### config.mk
export PLATFORM = sky130hd
export DESIGN_NAME = mc_ctrl_fsm
export DESIGN_NICKNAME = d
export VERILOG_FILES = /design/src/rtl/mc_ctrl_pkg.sv /design/src/rtl/mc_ctrl_fsm_alu_decode.sv /design/src/rtl/mc_ctrl_fsm.sv
export SDC_FILE = /design/constraint.sdc
export NUM_CORES = 1
export LEC_CHECK = 0
export BUFFER_PORTS_ARGS = -buffer_cell sky130_fd_sc_hd__buf_2
export CAP_MARGIN = 10
export CELL_PAD_IN_SITES_DETAIL_PLACEMENT = 1
export CELL_PAD_IN_SITES_GLOBAL_PLACEMENT = 2
export CORE_UTILIZATION = 34
export CTS_BUF_LIST = sky130_fd_sc_hd__clkbuf_8
export DETAILED_ROUTE_END_ITERATION = 10
export PLACE_DENSITY = 0.95
export RECOVER_POWER = 50
export SLEW_MARGIN = 40
export SYNTH_ARGS = -nofsm -noshare
export SYNTH_HDL_FRONTEND = slang
export SYNTH_SLANG_ARGS = --single-unit
### constraint.sdc
create_clock -name clock -period 3.55 [get_ports clock]
set_clock_uncertainty 0.1 [all_clocks]
set_input_delay 0.1775 -clock clock [delete_from_list [all_inputs] [get_ports clock]]
set_output_delay 0.1775 -clock clock [all_outputs]
set_load 0.01 [all_outputs]
### src/rtl/mc_ctrl_pkg.sv
// rtl/mc_ctrl_pkg.sv - shared encodings for the multicycle control FSM
// State, opcode, ALU and mux-select codes plus the registered control bundle.
package mc_ctrl_pkg;

   typedef enum logic [3:0] {
      ST_IDLE   = 4'd0,
      ST_FETCH  = 4'd1,
      ST_DECODE = 4'd2,
      ST_MEMADR = 4'd3,
      ST_MEMRD  = 4'd4,
      ST_MEMWB  = 4'd5,
      ST_MEMWR  = 4'd6,
      ST_EXEC   = 4'd7,
      ST_RWB    = 4'd8,
      ST_BRANCH = 4'd9,
      ST_JUMP   = 4'd10,
      ST_HALT   = 4'd11
   } state_t;

   localparam logic [3:0] OP_ADD  = 4'b0000;
   localparam logic [3:0] OP_SUB  = 4'b0001;
   localparam logic [3:0] OP_AND  = 4'b0010;
   localparam logic [3:0] OP_OR   = 4'b0011;
   localparam logic [3:0] OP_ADDI = 4'b0100;
   localparam logic [3:0] OP_LW   = 4'b0101;
   localparam logic [3:0] OP_SW   = 4'b0110;
   localparam logic [3:0] OP_SLT  = 4'b0111;
   localparam logic [3:0] OP_BEQ  = 4'b1000;
   localparam logic [3:0] OP_J    = 4'b1001;

   localparam logic [2:0] ALU_ADD = 3'b010;
   localparam logic [2:0] ALU_SUB = 3'b110;
   localparam logic [2:0] ALU_AND = 3'b000;
   localparam logic [2:0] ALU_OR  = 3'b001;
   localparam logic [2:0] ALU_SLT = 3'b111;

   localparam logic [1:0] SRCB_REG     = 2'b00;
   localparam logic [1:0] SRCB_FOUR    = 2'b01;
   localparam logic [1:0] SRCB_IMM     = 2'b10;
   localparam logic [1:0] SRCB_IMM_SH2 = 2'b11;

   localparam logic [1:0] PCSRC_ALU    = 2'b00;
   localparam logic [1:0] PCSRC_ALUOUT = 2'b01;
   localparam logic [1:0] PCSRC_JUMP   = 2'b10;

   typedef struct packed {
      logic       i_or_d;
      logic       mem_read;
      logic       mem_write;
      logic       reg_dst;
      logic       mem_to_reg;
      logic       reg_write;
      logic       alu_src_a;
      logic [1:0] alu_src_b;
      logic [2:0] alu_op;
      logic [1:0] pc_source;
      logic       pc_write;
      logic       pc_write_cond;
      logic       halted;
   } ctrl_t;

   function automatic logic is_rtype(input logic [3:0] op);
      return (op == OP_ADD) || (op == OP_SUB) || (op == OP_AND) ||
             (op == OP_OR)  || (op == OP_SLT);
   endfunction

endpackage

### src/rtl/mc_ctrl_fsm_alu_decode.sv
// rtl/mc_ctrl_fsm_alu_decode.sv - opcode to ALU operation for R-type and ADDI
// Anything that is not a logic/compare op adds, which covers ADD and ADDI.
module mc_alu_decode
   import mc_ctrl_pkg::*;
(
   input  logic [3:0] op,
   output logic [2:0] alu_op
);

   always_comb begin
      alu_op = ALU_ADD;
      case (op)
         OP_SUB:  alu_op = ALU_SUB;
         OP_AND:  alu_op = ALU_AND;
         OP_OR:   alu_op = ALU_OR;
         OP_SLT:  alu_op = ALU_SLT;
         default: alu_op = ALU_ADD;
      endcase
   end

endmodule

### src/rtl/mc_ctrl_fsm.sv
// rtl/mc_ctrl_fsm.sv - multicycle MIPS-subset control FSM with memory wait timeout
// Optional J instruction enabled by defining MC_CTRL_JUMP_EN.
module mc_ctrl_fsm
   import mc_ctrl_pkg::*;
#(
   parameter int MEM_WAIT_MAX = 8,
   parameter int WAIT_W       = 4
) (
   input  logic       clock,
   input  logic       reset_n,
   input  logic       run,
   input  logic [3:0] op,
   input  logic       zero,
   input  logic       mem_ready,
   output logic       pc_en,
   output logic       i_or_d,
   output logic       mem_read,
   output logic       mem_write,
   output logic       ir_write,
   output logic       reg_dst,
   output logic       mem_to_reg,
   output logic       reg_write,
   output logic       alu_src_a,
   output logic [1:0] alu_src_b,
   output logic [2:0] alu_op,
   output logic [1:0] pc_source,
   output logic       halted,
   output logic       err
);

   state_t              state_q, state_d;
   logic [WAIT_W-1:0]   wait_q, wait_d;
   logic                err_q, err_d;
   ctrl_t               ctrl_q, ctrl_d;
   logic                mem_wait;
   logic [2:0]          dec_alu_op;

   mc_alu_decode u_alu_decode (
      .op     (op),
      .alu_op (dec_alu_op)
   );

   always_comb begin
      state_d  = state_q;
      wait_d   = '0;
      err_d    = err_q;
      mem_wait = 1'b0;
      case (state_q)
         ST_IDLE:   if (run) state_d = ST_FETCH;
         ST_FETCH:  if (mem_ready) state_d = ST_DECODE; else mem_wait = 1'b1;
         ST_DECODE: begin
            if (is_rtype(op) || op == OP_ADDI) state_d = ST_EXEC;
            else if (op == OP_LW || op == OP_SW) state_d = ST_MEMADR;
            else if (op == OP_BEQ) state_d = ST_BRANCH;
`ifdef MC_CTRL_JUMP_EN
            else if (op == OP_J) state_d = ST_JUMP;
`endif
            else state_d = ST_HALT;
         end
         ST_EXEC:   state_d = ST_RWB;
         ST_MEMADR: state_d = (op == OP_SW) ? ST_MEMWR : ST_MEMRD;
         ST_MEMRD:  if (mem_ready) state_d = ST_MEMWB; else mem_wait = 1'b1;
         ST_MEMWR: begin
            if (mem_ready) state_d = run ? ST_FETCH : ST_IDLE;
            else mem_wait = 1'b1;
         end
         ST_RWB, ST_MEMWB, ST_BRANCH, ST_JUMP: state_d = run ? ST_FETCH : ST_IDLE;
         ST_HALT:   state_d = ST_HALT;
         default:   state_d = ST_HALT;
      endcase

      // The last tolerated wait cycle is the MEM_WAIT_MAX-th; the request drops on entry to HALT.
      if (mem_wait) begin
         if (MEM_WAIT_MAX != 0 && wait_q == WAIT_W'(MEM_WAIT_MAX - 1)) begin
            state_d = ST_HALT;
            err_d   = 1'b1;
         end else begin
            wait_d = wait_q + WAIT_W'(1);
         end
      end
   end

   always_comb begin
      ctrl_d = '0;
      case (state_d)
         ST_FETCH: begin
            ctrl_d.mem_read  = 1'b1;
            ctrl_d.alu_src_b = SRCB_FOUR;
            ctrl_d.alu_op    = ALU_ADD;
         end
         ST_DECODE: begin
            ctrl_d.alu_src_b = SRCB_IMM_SH2;
            ctrl_d.alu_op    = ALU_ADD;
         end
         ST_EXEC: begin
            ctrl_d.alu_src_a = 1'b1;
            ctrl_d.alu_src_b = is_rtype(op) ? SRCB_REG : SRCB_IMM;
            ctrl_d.alu_op    = dec_alu_op;
         end
         ST_RWB: begin
            ctrl_d.reg_write = 1'b1;
            ctrl_d.reg_dst   = is_rtype(op);
         end
         ST_MEMADR: begin
            ctrl_d.alu_src_a = 1'b1;
            ctrl_d.alu_src_b = SRCB_IMM;
            ctrl_d.alu_op    = ALU_ADD;
         end
         ST_MEMRD: begin
            ctrl_d.mem_read = 1'b1;
            ctrl_d.i_or_d   = 1'b1;
         end
         ST_MEMWB: begin
            ctrl_d.reg_write  = 1'b1;
            ctrl_d.mem_to_reg = 1'b1;
         end
         ST_MEMWR: begin
            ctrl_d.mem_write = 1'b1;
            ctrl_d.i_or_d    = 1'b1;
         end
         ST_BRANCH: begin
            ctrl_d.alu_src_a     = 1'b1;
            ctrl_d.alu_src_b     = SRCB_REG;
            ctrl_d.alu_op        = ALU_SUB;
            ctrl_d.pc_write_cond = 1'b1;
            ctrl_d.pc_source     = PCSRC_ALUOUT;
         end
`ifdef MC_CTRL_JUMP_EN
         ST_JUMP: begin
            ctrl_d.pc_write  = 1'b1;
            ctrl_d.pc_source = PCSRC_JUMP;
         end
`endif
         ST_HALT:  ctrl_d.halted = 1'b1;
         default:  ctrl_d = '0;
      endcase
   end

   always_ff @(posedge clock) begin
      if (!reset_n) begin
         state_q <= ST_IDLE;
         wait_q  <= '0;
         err_q   <= 1'b0;
         ctrl_q  <= '0;
      end else begin
         state_q <= state_d;
         wait_q  <= wait_d;
         err_q   <= err_d;
         ctrl_q  <= ctrl_d;
      end
   end

   // Fetch completion strobes follow mem_ready in the same cycle; everything else is registered.
   assign ir_write   = (state_q == ST_FETCH) && mem_ready;
   assign pc_en      = ir_write || ctrl_q.pc_write || (ctrl_q.pc_write_cond && zero);
   assign i_or_d     = ctrl_q.i_or_d;
   assign mem_read   = ctrl_q.mem_read;
   assign mem_write  = ctrl_q.mem_write;
   assign reg_dst    = ctrl_q.reg_dst;
   assign mem_to_reg = ctrl_q.mem_to_reg;
   assign reg_write  = ctrl_q.reg_write;
   assign alu_src_a  = ctrl_q.alu_src_a;
   assign alu_src_b  = ctrl_q.alu_src_b;
   assign alu_op     = ctrl_q.alu_op;
   assign pc_source  = ctrl_q.pc_source;
   assign halted     = ctrl_q.halted;
   assign err        = err_q;

endmodule

==> qor.csv <==
metric,value,unit
slowest_stage,dfxtp_1,
layout_common_cells,"dfxtp_1 (23), nor2_1 (16), clkbuf_1 (15), nand2_1 (10), buf_2 (10)",
drt_iter0_drc,23,
grt_max_degree,15,
postCtsHoldBufs,0,
portBuffers,25,
start_util,36.8,%
drt_first_pass_iters,4,
switching_share,31.5,%
seq_area_frac_synth,39.7,%
syn-num-nets,146,
clk_latency,0.27,ns
critPathMaxFanout,12,
cp.required,3.65,ns
tns,0,ns
critical_path_class,flip-flop to flip-flop,
dieHeight,60.4,um
p_per_area,460,nW/um^2
critPathLaunchType,flip-flop,
routed_via_density,5.21,
cp_cell_sequence,"or3b_1, a2111o_1, o21ai_2, or3b_1, nor3_1",
cap_violations,0,
end_kind,flip-flop,
power_leakage,0.000508,uW
final_common_cell,dfxtp_1,
syn_to_final_growth,14.2,%
dp_hpwl,2.11,mm
r2r_start,state_q[1],
hp-class,primary input to flip-flop,
drive_above_1_share,13.4,%
max_freq,0.439,GHz
ys_ff_latch,23,
die_w,60.4,um
num_vias,1047,
root_buffer,clkbuf_8,
yosysWarningCount,0,
crit_buf_inv,0,
crit_path_frequent_cell,or3b_1,
grt-ovfl-total,0,
fin_util,42.1,%
syn_avg_cell_area,8.54,um^2
async_flop_share,0,%
gp_congestion,0.838,
synth_flop_cell,dfxtp_1,
crit_path_start,state_q[1],
grtUsageTotal,17.6,%
hp-start,op[0],
grt_pass1_wl,4.80,mm
cts.sinks,23,
cts_resized,0,
power.internal,418,uW
rsz0062_at_grt,no,
total_power,610,uW
wl,2.79,mm
ir_drop,0.000181,V
cpPeakStageDelay,0.52,ns
postSynthCellCount,136,
drc,0,
dieArea,3650,um^2
htreeDepth,1,
worstMarginPinSlew,0.739,ns
switchingPower,192,uW
crit_arrival,2.38,ns
relSlewSlack,50.7,%
syn_area,1160,um^2
antenna_found_initial,0,
grt_pass1_vias,1047,
seqPwrFrac,48.3,%
p_clk_share,27.2,%
cts_buffers,3,
report.final.slew_viol_count,0,
setup_viol,0,
ioPinCount,27,
wl_per_cell,13.9,um
cts.path.max_buffers,2,
path_delay_family,simple AND/OR/NAND/NOR gates,
pwr-share-comb,24.4,%
post_cts_buffers,0,
status,"complete, no violations",
fp-row-count,20,
clk_pin_slew,0.09,ns
fin_crit,2.28,ns
antenna_cells,0,
final_antenna_net_count,0,
finalHoldViolCount,0,
cts_tree,yes,
final_nets,168,
netlist-cell-type-count,45,
synth_edf_count,0,
core_area,3150,um^2
min_period_over_period,64.2,%
power by group through the flow:
stage               clock network (uW)  registers, uW  logic [uW]
global placement                     0            300         149
global route                       181            298         167
floorplan                            0            299         111
CTS                                170            294         155
finish                             166            295         149
detailed placement                   0            301         153
synth_stat cells (all sizes together) (2+ instances only):
master,n,area [um^2]
and2,2,12.5
xnor2,2,17.5
xor2,2,17.5
o21a,5,37.5
nand3b,2,15.0
or3b,3,28.8
and3,2,12.5
clkbuf,5,18.8
a21o,2,15.0
a21oi,4,20.0
or3,2,12.5
nor3,8,40.0
nor2,16,60.1
a211oi,3,22.5
buf,3,23.8
nand2b,8,50.1
nor2b,2,12.5
inv,7,26.3
dfxtp,23,460
o21ai,4,35.0
nand2,10,37.5
nand3,3,15.0
cell families (layout without fill, tap and decap cells):
kind of cell | Yosys count | count (layout) | synth area share (%)
DFF | 23 | 23 | 39.7
other | 1 | 1 | 0.323
buffers and inverters | 15 | 36 | 5.93
xor gates and xnor gates | 4 | 4 | 3.02
AOI/OAI and AO/OA | 30 | 30 | 21.9
and+or+nand+nor | 62 | 62 | 28.1
adders and majority gates | 1 | 1 | 1.08
worst paths after layout:
kind	end	depth (start not counted)	slack, ns
worst max register to register	mem_write	5	1.27
worst max-delay path	mem_write	5	1.27
worst min register to register	wait_q[0]	1	0.35
worst min-delay path	alu_op[2]	3	0.12
through the flow:
step	instances	area, um^2	setup WS, ns	hold WS, ns
2_1_floorplan	136	1160	1.50	0.227
3_3_place_gp	197	1300	1.36	0.334
3_5_place_dp	197	1300	1.30	0.339
4_1_cts	201	1350	1.25	0.122
5_1_grt	201	1330	1.07	0.129
6_report	201	1330	1.27	0.121
routing by layer:
layer,share of wire [%],global-route usage (%)
met1,46,22.1
met2,49,30.8
met3,3.8,2.56
met4,1.3,5.84
met5,0,0
cell type report:
cell class              count  area, um^2
repair buffers             25         106
clock buffers               3        41.3
inverters                   7        26.3
clock inverters             1        5.00
flip-flops and latches     23         460
fillers                   410        1830
well taps                  44        55.1
multi-input cells          98         632
worst register-to-register path: stages (launching register included):
cell      delay, ns
dfxtp_1        0.52
or3b_1         0.40
a2111o_1       0.35
o21ai_2        0.16
or3b_1         0.47
nor3_1         0.20
No activity file was read; power rests on OpenSTA's default activity.
